$ cat config.mk
export PLATFORM = sky130hd
export DESIGN_NAME = channel_wait_generator
export DESIGN_NICKNAME = d
export VERILOG_FILES = /design/src/rtl/channel_wait_generator_pkg.sv /design/src/rtl/channel_wait_generator_wait_counter.sv /design/src/rtl/channel_wait_generator.sv
export SDC_FILE = /design/constraint.sdc
export NUM_CORES = 1
export LEC_CHECK = 0
export CAP_MARGIN = 0
export CORE_ASPECT_RATIO = 0.75
export CORE_MARGIN = 5
export CORE_UTILIZATION = 44
export CTS_BUF_LIST = sky130_fd_sc_hd__clkbuf_8
export DETAILED_ROUTE_END_ITERATION = 7
export PLACE_DENSITY = 0.71
export SYNTH_ARGS = -nofsm -noshare
export SYNTH_HDL_FRONTEND = slang
export SYNTH_SLANG_ARGS = --single-unit
$ cat constraint.sdc
create_clock -name clock -period 2 [get_ports clock]
set_input_delay 0.2 -clock clock [delete_from_list [all_inputs] [get_ports clock]]
set_output_delay 0.2 -clock clock [all_outputs]
set_load 0.05 [all_outputs]
$ cat src/rtl/channel_wait_generator_pkg.sv
// channel_wait_generator_pkg: shared cycle-state encoding and default wait/timeout clock counts
package channel_wait_generator_pkg;
    typedef enum logic [1:0] {IDLE = 2'd0, WAIT = 2'd1, DONE = 2'd2} state_t;
    localparam int DEFAULT_IO_WAIT_CYCLES  = 2;
    localparam int DEFAULT_MEM_WAIT_CYCLES = 0;
    localparam int DEFAULT_TIMEOUT_CYCLES  = 64;
endpackage

$ cat src/rtl/channel_wait_generator_wait_counter.sv
// channel_wait_generator_wait_counter: loadable saturating counter with terminal flag
// Ports: clock, reset_n (async, active-low); load/load_value preset the count;
// enable steps it (down, or up when COUNT_UP); terminal is count<=TERMINAL (down)
// or count>=TERMINAL (up).
module channel_wait_generator_wait_counter #(
    parameter int WIDTH    = 4,
    parameter bit COUNT_UP = 1'b0,
    parameter int TERMINAL = 1
) (
    input  logic             clock,
    input  logic             reset_n,
    input  logic             load,
    input  logic [WIDTH-1:0] load_value,
    input  logic             enable,
    output logic             terminal
);
    localparam logic [WIDTH-1:0] MAX  = '1;
    localparam logic [WIDTH-1:0] TERM = WIDTH'(TERMINAL);
    logic [WIDTH-1:0] count;
    always_ff @(posedge clock or negedge reset_n) begin
        if (!reset_n) count <= '0;
        else if (load) count <= load_value;
        else if (enable) count <= COUNT_UP ? (count == MAX ? count : count + 1'b1)
                                           : (count == '0 ? count : count - 1'b1);
    end
    assign terminal = COUNT_UP ? (count >= TERM) : (count <= TERM);
endmodule

$ cat src/rtl/channel_wait_generator.sv
// channel_wait_generator: drives io_channel_ready low to insert wait states for slow devices
// Ports: clock, reset_n (async, active-low); address_enable, io/memory read/write
// strobes (active-low) and selects form the request; device_busy extends the wait;
// clear_timeout clears timeout_error. Outputs are registered: io_channel_ready
// (0 = wait), cycle_active, access_done (1-clock release pulse), timeout_error (sticky).
module channel_wait_generator
    import channel_wait_generator_pkg::*;
#(
    parameter int IO_WAIT_CYCLES  = DEFAULT_IO_WAIT_CYCLES,
    parameter int MEM_WAIT_CYCLES = DEFAULT_MEM_WAIT_CYCLES,
    parameter int COUNT_WIDTH     = 4,
    parameter int TIMEOUT_CYCLES  = DEFAULT_TIMEOUT_CYCLES,
    parameter int TIMEOUT_WIDTH   = 7
) (
    input  logic clock,
    input  logic reset_n,
    input  logic address_enable,
    input  logic io_read_n,
    input  logic io_write_n,
    input  logic memory_read_n,
    input  logic memory_write_n,
    input  logic io_select,
    input  logic memory_select,
    input  logic device_busy,
    input  logic clear_timeout,
    output logic io_channel_ready,
    output logic cycle_active,
    output logic access_done,
    output logic timeout_error
);
    localparam logic [COUNT_WIDTH-1:0] IO_N  = COUNT_WIDTH'(IO_WAIT_CYCLES);
    localparam logic [COUNT_WIDTH-1:0] MEM_N = COUNT_WIDTH'(MEM_WAIT_CYCLES);
    state_t state, state_next;
    logic io_req, mem_req, req, prev_req, start, load;
    logic wait_term, timeout_term, release_wait;
    logic ready_next, active_next, done_next, timeout_next;
    logic [COUNT_WIDTH-1:0] wait_n;
    assign io_req       = io_select & ~address_enable & (~io_read_n | ~io_write_n);
    assign mem_req      = memory_select & (~memory_read_n | ~memory_write_n);
    assign req          = io_req | mem_req;
    assign start        = req & ~prev_req;
    assign wait_n       = io_req ? IO_N : MEM_N;
    assign load         = (state == IDLE) & start;
    assign release_wait = wait_term & ~device_busy;
    channel_wait_generator_wait_counter #(
        .WIDTH(COUNT_WIDTH), .COUNT_UP(1'b0), .TERMINAL(1)
    ) u_wait (
        .clock(clock), .reset_n(reset_n), .load(load), .load_value(wait_n),
        .enable(state == WAIT), .terminal(wait_term)
    );
    channel_wait_generator_wait_counter #(
        .WIDTH(TIMEOUT_WIDTH), .COUNT_UP(1'b1), .TERMINAL(TIMEOUT_CYCLES)
    ) u_timeout (
        .clock(clock), .reset_n(reset_n), .load(load), .load_value(TIMEOUT_WIDTH'(1)),
        .enable(state == WAIT), .terminal(timeout_term)
    );
    // prev_req resets high so a strobe still held across reset is not taken as a new start.
    always_ff @(posedge clock or negedge reset_n) begin
        if (!reset_n) begin
            state            <= IDLE;
            prev_req         <= 1'b1;
            io_channel_ready <= 1'b1;
            cycle_active     <= 1'b0;
            access_done      <= 1'b0;
            timeout_error    <= 1'b0;
        end else begin
            state            <= state_next;
            prev_req         <= req;
            io_channel_ready <= ready_next;
            cycle_active     <= active_next;
            access_done      <= done_next;
            timeout_error    <= timeout_next;
        end
    end
    always_comb begin
        state_next = IDLE;
        unique case (state)
            IDLE:    state_next = !start ? IDLE : (wait_n != '0 || device_busy) ? WAIT : DONE;
            WAIT:    state_next = !req ? IDLE : (release_wait || timeout_term) ? DONE : WAIT;
            DONE:    state_next = req ? DONE : IDLE;
            default: state_next = IDLE;
        endcase
    end
    // A normal release on the same clock as the timeout is not a timeout; an abort never is.
    always_comb begin
        ready_next   = state_next != WAIT;
        active_next  = state_next != IDLE;
        done_next    = (state_next == DONE) && (state != DONE);
        timeout_next = ((state == WAIT) && req && !release_wait && timeout_term)
                     | (timeout_error & ~clear_timeout);
    end
endmodule

==> reports/qor.txt, run 1 <==
Achievable clock frequency = 531 MHz
CTS Buf Count = 3
Crit path largest cell delay = 0.42 ns
Net Sw Frac = 36.2%
Slew headroom = 55.8%
Critical-path cell list = inv_1 -> ha_1 -> nor2_1 -> o211a_1 -> a221o_1 -> o41a_1
Core Footprint = 0.00203 mm²
Layout cells sized above 1 = 11.0%
Fin nets = 134
Post-Syn Nets = 112
DR pass1 iterations = 4
Gr usage total = 13.1%
Crit path max-delay family = compound AO/OA/AOI/OAI gates
Worst setup EP type = register
Initial antenna violation count = 0
Crit Reg-Reg Startpoint = u_wait.count[0]
Chip height = 50.1 µm
DP HPWL = 1520 µm
Initial Util = 46.4%
IO Pins = 15
ANT cells = 0
Die area = 0.00318 mm²
Final Core Density = 58.6%
Residual DRC = 0
Pwr Total = 1.34 mW
Routability cong. = 0.770
Warnings from Yosys = 0
Cell Area, Placed = 0.00114 mm²
H-Tree Depth = 1
Setup ws final = 0.115 ns
Hold_buf cts = 0
Final instance area = 0.00119 mm²
Die width = 63.5 µm
WL met2 = 972 µm
Status = completed
Netlist cell types = 35
TNS Setup = 0 ns
Logic pwr share = 38.2%
DR WL met3 = 118 µm
Root Driver = clkbuf_8
Drt total wl = 1950 µm
Critical path origin = u_wait.count[0]
Routed met1 length = 849 µm
Largest net degree at the start of global routing = 19
Sink Count = 18
Cells after synthesis = 97
Tcrit/Tclk final = 94.2%
IO buf count = 14
DR top layer = met4
Switching pwr = 0.487 mW
Via-to-Cell Ratio = 5.46
Row count = 14
Cell taking the most area after synthesis = dfrtp_1
CTS tree = done
Final Max Tran Viols = 0
Min-delay worst type = input pin to asynchronous set/reset pin
WP data arrival = 2.02 ns
Number of global-route vias before repair = 795
CP max stage cell = dfrtp_1
PwrDens = 1130 mW/mm²
Post-synth EDFFs = 0
Flops & latches, synth = 18
Clock power frac = 21.7%
Async SR Flop Fraction = 100%
Share of the synthesized area in the top cell type = 42.4%
PostCTS Resize Cnt = 0
Setup violators final = 0
Critical Path Source Type = register
Post-CTS Setup Bufs = 0
First-pass GRT wire length = 3320 µm
ANT nets after route = 0
Post-DR wirelength/cell = 13.7 µm
Synth top area cells = dfrtp_1, dfstp_2, ha_1
Layout area overhead = 26.3%
Pint = 0.858 mW
Worst Path Required = 2.13 ns
Most common cell after layout, fill and taps aside = dfrtp_1
Top FF cell, synth = dfrtp_1
Worst-path maximum fanout = 4
Unrepaired setup endpoints after global routing = no
Final Hold Viols = 0
Reg clk slew, reported paths = 0.07 ns
LEAKAGE = 0.516 nW
Dpl cells = 138
Hold WS = 0.269 ns
Finished Layout Cells = 142
Crit Path Class = register to register
Initial drt markers = 36
GR Overflow Total = 0
Total vias in the final route = 776
Worst-skew pair later-pin latency = 0.25 ns
Clock Tree Buf Depth = 2
Commonest non-fill, non-tap cells in the layout = dfrtp_1, clkdlybuf4s50_1, nor2_1
Mapped Area = 943 µm²
Post-Syn Area per Cell = 9.73 µm²
CP Buf/Inv Count = 1
Post-synthesis sequential area ratio = 48.0%
VDD IR-drop max = 763 µV
Post-Place Setup Slack = 0.0848 ns
Slew of the pin with the lowest slew margin = 0.660 ns
Sequential Power Share = 40.1%
Post-route minimum period = 1.88 ns
Max Clock Skew = 0.00460 ns
Max Cap Viol = 0
## flip-flops by register name (all words and copies together), names as in the netlist
signal            cells
access_done           1
cycle_active          1
io_channel_ready      1
prev_req              1
state                 2
timeout_error         1
u_timeout.count       7
u_wait.count          4
## routing by layer
metal | vias to the layer above | global-route usage, %
met2 | 17 | 22.1
met1 | 368 | 15.5
met5 | - | 0
met3 | 2 | 5.68
met4 | 0 | 3.11
li1 | 389 | -
## worst paths after layout
| kind | endpoint | slack (ns) | depth (start not counted) |
|---|---|---|---|
| setup / recovery | cycle_active | 0.12 | 6 |
| hold / removal | u_timeout.count[5] | 0.27 | 2 |
| setup reg to reg | cycle_active | 0.12 | 6 |
| hold reg to reg | timeout_error | 0.55 | 2 |
| max in group asynchronous | io_channel_ready | 1.48 | 2 |
| min in group clock | timeout_error | 0.53 | 2 |
## kinds of logic (layout without fill, tap and decap cells)
| group | after synthesis | after routing | synth area share, % |
|---|---|---|---|
| adder cells (fa/ha/maj) | 4 | 4 | 5.31 |
| multiplexers | 2 | 2 | 2.25 |
| XOR/XNOR | 5 | 5 | 4.64 |
| flip-flops | 18 | 18 | 48.0 |
| buffers and inverters | 7 | 28 | 2.79 |
| AND/OR/NAND/NOR | 38 | 38 | 20.8 |
| AO/OA/AOI/OAI | 23 | 23 | 16.2 |
## final cells by class
type | instances | area (µm²)
Sequential cell | 18 | 453
Fill cell | 175 | 841
Timing Repair Buffer | 17 | 163
Inverter | 7 | 26.3
Tap cell | 24 | 30.0
Multi-Input combinational cell | 72 | 464
Clock buffer | 4 | 55.1
## power by group through the flow
| stage | registers, mW | logic (mW) | clock network (mW) |
|---|---|---|---|
| 3_5_place_dp | 0.546 | 0.516 | 0 |
| 5_1_grt | 0.553 | 0.574 | 0.316 |
| 2_1_floorplan | 0.571 | 0.330 | 0 |
| 6_report | 0.539 | 0.514 | 0.292 |
| 3_3_place_gp | 0.540 | 0.496 | 0 |
| 4_1_cts | 0.540 | 0.519 | 0.303 |
## cells in the mapped netlist, types with 2 or more instances
cell and instances:
a21oi_1 7, nand2_1 6, nor2_1 10, dfstp_2 2, or3_1 4, xor2_1 2, o21ai_0 5, inv_1 7
xnor2_1 3, dfrtp_1 16, nor3_1 3, ha_1 4, nand3_1 5, nor2b_1 2
Power figures use the tool's default switching activity.
==> run 2: changes to the inputs <==
GPL_TIMING_DRIVEN = 0   (was unset)
clock period = 1.75 ns   (was 2 ns; I/O delays follow)
==> reports/qor.txt, run 2 (synthesis results as in run 1) <==
Status = completed
Most common cell after layout, fill and taps aside = dfrtp_1
DR pass1 iterations = 5
Max reg flops = 7
Achievable clock frequency = 610 MHz
Worst Path Required = 1.88 ns
Commonest non-fill, non-tap cells in the layout = dfrtp_1, clkdlybuf4s50_1, nor2_1
Worst-path maximum fanout = 3
R2r worst-path depth = 6
Root Driver = clkbuf_8
Reg2Reg Setup Slack = 0.11 ns
CTS tree = done
Critical R2R Capture = cycle_active
Max Cap Viol = 0
CTS Buf Count = 3
Largest Register = u_timeout.count
WP data arrival = 1.77 ns
IO buf count = 14
Layout area overhead = 28.1%
H-Tree Depth = 1
Residual DRC = 0
Final Hold Viols = 0
Initial antenna violation count = 0
Row count = 14
VDD IR-drop max = 890 µV
IO Pins = 15
Reg clk slew, reported paths = 0.07 ns
Clock Tree Buf Depth = 2
Unrepaired setup endpoints after global routing = no
Core Footprint = 0.00203 mm²
Post-DR wirelength/cell = 14.5 µm
Crit Reg-Reg Startpoint = u_wait.count[0]
Die area = 0.00318 mm²
Gr usage total = 14.0%
Largest net degree at the start of global routing = 19
Max Clock Skew = 0.00471 ns
Regs by FF count = u_timeout.count x7, u_wait.count x4, state x2
ANT cells = 0
Crit Path Class = register to register
Total vias in the final route = 783
LEAKAGE = 0.517 nW
Setup violators final = 0
Fillers = 173
Setup ws final = 0.111 ns
Initial Util = 46.4%
Slew headroom = 45.5%
Footprint of the multi-input gates = 483 µm²
DP HPWL = 1460 µm
Drt total wl = 2070 µm
Initial drt markers = 23
Sink Count = 18
GR Overflow Total = 0
Tcrit/Tclk final = 93.7%
Pwr Total = 1.60 mW
First-pass GRT wire length = 3520 µm
Number of global-route vias before repair = 795
Fin nets = 134
Via-to-Cell Ratio = 5.51
Routability cong. = 0.788
Layout cells sized above 1 = 15.3%
Worst setup EP type = register
FF+latch area = 453 µm²
PwrDens = 1320 mW/mm²
Slew of the pin with the lowest slew margin = 0.816 ns
Post-route minimum period = 1.64 ns
Chip height = 50.1 µm
Min-delay worst type = input pin to asynchronous set/reset pin
Die width = 63.5 µm
Critical Path Source Type = register
Final Max Tran Viols = 0
Post-Place Setup Slack = -0.316 ns
ANT nets after route = 0
Worst-skew pair later-pin latency = 0.26 ns
-- run 2: changes by cell type in the layout (fill, tap and decap cells not counted) --
cell,delta
nor2_2,+1
dlygate4sd2_1,+1
ha_4,+1
clkdlybuf4s50_1,-1
inv_1,-2
nor2_1,-1
o21ai_1,-1
ha_1,-1
inv_2,+2
o21ai_2,+1
-- run 2: layer usage --
layer | up-vias | global-route usage, % | routed length (µm)
met4 | 0 | 5.19 | 28
met2 | 14 | 22.8 | 977
met1 | 379 | 16.7 | 968
met3 | 4 | 5.68 | 92
li1 | 386 | - | -
met5 | - | 0 | 0
-- run 2: repair_timing --
action | 4_1_cts | 5_1_grt
hold buffers | 0 | 0
cloned | 0 | 0
setup endpoints to repair | 3 | 4
pin swaps | 2 | 0
gates resized for setup | 6 | 1
buffers inserted | 2 | 1
-- run 2: how the worst max path moves through the flow --
stage,from,endpoint,slack (ns),cells past startpoint
finish,u_wait.count[0],cycle_active,0.11,6
global route,u_wait.count[0],cycle_active,0.02,6
CTS,u_timeout.count[1],u_timeout.count[5],0.04,5
detailed placement,io_select,u_wait.count[1],-0.32,5
global placement,io_select,u_wait.count[1],-0.26,5
floorplan,u_wait.count[0],cycle_active,0.04,6
-- run 2: area by class of cell --
cell class	count	share of cell area (%)
tap	24	2.48
sequential	18	37.5
inverter	7	2.17
clock buffer	4	4.55
timing repair buffer	17	13.4
multi-input combinational	72	40.0
-- run 2: through the flow --
step	hold WS (ns)	instances	utilization (%)	TNS (ns)	instance area, µm²
floorplan	-0.121	97	-	0	943
global placement	0.508	135	54.8	-1.75	1110
detailed placement	0.544	135	54.8	-2.36	1110
CTS	0.431	141	58.9	0	1200
global route	0.475	142	59.5	0	1210
finish	0.388	142	59.5	0	1210
-- run 2: power breakdown --
group | internal, mW | switching, mW | total [mW]
registers | 0.520 | 0.0974 | 0.617
logic | 0.296 | 0.343 | 0.638
clock network | 0.200 | 0.140 | 0.340
-- run 2: worst max-delay path, stage by stage, from the launching register on --
cell	delay, ns
dfrtp_1	0.39
buf_4	0.13
ha_1	0.13
nor2_1	0.06
o211a_1	0.20
a221o_1	0.28
o41a_1	0.31
==> run 3: changes to the inputs <==
CORE_UTILIZATION = 40   (was 44)
GPL_TIMING_DRIVEN = unset   (was 0)
PLACE_DENSITY = 0.74   (was 0.71)
==> reports/qor.txt, run 3 (synthesis results as in run 1) <==
Status = completed
CTS tree = done
Worst-skew pair later-pin latency = 0.25 ns
Slew headroom = 57.3%
Achievable clock frequency = 587 MHz
GR Overflow Total = 0
ANT nets after route = 0
Commonest non-fill, non-tap cells in the layout = dfrtp_1, clkdlybuf4s50_1, buf_4
Hold WS = 0.244 ns
Residual DRC = 0
Drt total wl = 2040 µm
Core Footprint = 0.00227 mm²
Layout cells sized above 1 = 19.8%
Fillers = 201
Gr usage total = 13.1%
LEAKAGE = 0.558 nW
Crit path max-delay family = compound AO/OA/AOI/OAI gates
Number of global-route vias before repair = 738
Worst-path maximum fanout = 3
Setup violators final = 0
Sink Count = 18
Crit Path Class = register to register
TNS Setup = 0 ns
Fin nets = 142
Initial antenna violation count = 0
Die width = 66.1 µm
Regs by FF count = u_timeout.count x7, u_wait.count x4, state x2
Worst path depth = 7
Crit path largest cell delay = 0.38 ns
CP Buf/Inv Count = 3
Cell Area, Placed = 0.00120 mm²
Worst Path Required = 1.89 ns
Max reg flops = 7
Die area = 0.00344 mm²
H-Tree Depth = 1
R2r worst-path depth = 7
Final instance area = 0.00128 mm²
DR pass1 iterations = 4
Initial drt markers = 49
Crit Reg-Reg Startpoint = u_wait.count[0]
PwrDens = 1310 mW/mm²
Chip height = 52.1 µm
Critical-path cell list = buf_4 -> ha_1 -> nor2_1 -> buf_4 -> o41ai_1 -> buf_4 -> o41a_1
First-pass GRT wire length = 3350 µm
Final Max Tran Viols = 0
Critical Path Source Type = register
Root Driver = clkbuf_8
IO buf count = 14
ANT cells = 0
Critical path origin = u_wait.count[0]
WP data arrival = 1.84 ns
Reg clk slew, reported paths = 0.07 ns
Min-delay worst type = input pin to asynchronous set/reset pin
VDD IR-drop max = 621 µV
Worst setup EP type = register
Critical R2R Capture = cycle_active
Post-route minimum period = 1.71 ns
Slew of the pin with the lowest slew margin = 0.624 ns
Most common cell after layout, fill and taps aside = dfrtp_1
Post-DR wirelength/cell = 12.7 µm
Max Cap Viol = 0
Setup crit end = cycle_active
IO Pins = 15
Layout area overhead = 35.4%
Total vias in the final route = 817
Row count = 15
Largest net degree at the start of global routing = 19
Tcrit/Tclk final = 97.4%
Crit-path most repeated cell = buf_4
Max Clock Skew = 0.000636 ns
Reg2Reg Setup Slack = 0.04 ns
CP max stage cell = dfrtp_1
Routability cong. = 0.820
Clock Tree Buf Depth = 2
Final Hold Viols = 0
Unrepaired setup endpoints after global routing = yes
Initial Util = 41.5%
Hold_buf cts = 0
DP HPWL = 1570 µm
Largest Register = u_timeout.count
CTS Buf Count = 3
Via-to-Cell Ratio = 5.11
## run 3: stage by stage
stage               instances  util [%]  setup slack (ns)  power [mW]
floorplan                  97         -            0.0410        1.03
global route              160      56.3           -0.0279        1.81
global placement          155      52.8          -0.00254        1.27
CTS                       160      55.6           0.00805        1.67
finish                    160      56.3            0.0450        1.67
detailed placement        155      52.8           -0.0244        1.31
## run 3: cell type report
| cell class | instances | area, µm² | area share [%] |
|---|---|---|---|
| Multi-Input combinational cell | 72 | 480 | 37.6 |
| Sequential cell | 18 | 453 | 35.5 |
| Tap cell | 34 | 42.5 | 3.33 |
| Inverter | 7 | 26.3 | 2.06 |
| Clock buffer | 4 | 55.1 | 4.31 |
| Timing Repair Buffer | 25 | 220 | 17.2 |
## run 3: timing repair
item / CTS / global route
gates resized for setup: 2 / 2
hold endpoints to repair: 0 / 0
endpoints found under the setup margin: 1 / 3
setup buffers: 1 / 0
## run 3: worst min-delay path by stage
stage                     cells past startpoint          start            endpoint
after floorplan                               0        reset_n         access_done
final                                         2        reset_n         access_done
after detailed placement                      2  timeout_error       timeout_error
after CTS                                     2        reset_n  u_timeout.count[4]
after global placement                        2  timeout_error       timeout_error
after global routing                          2        reset_n  u_timeout.count[4]
## run 3: worst reg2reg max path: cells and delay by family (launching register included)
family / cells / cell delay (ns)
compound gates: 2 / 0.44
flops: 1 / 0.38
simple gates: 1 / 0.16
fa+ha+maj: 1 / 0.18
buf+inv: 3 / 0.42
## run 3: per-layer routing
metal	part of all wire, %	global-route usage (%)
met2	46	19.1
met4	1.2	4.05
met3	4.0	4.54
met1	49	18.1
met5	0	0
## run 3: power by group
group	switching [mW]	internal [mW]
logic	0.378	0.361
clock network	0.137	0.200
registers	0.0764	0.520
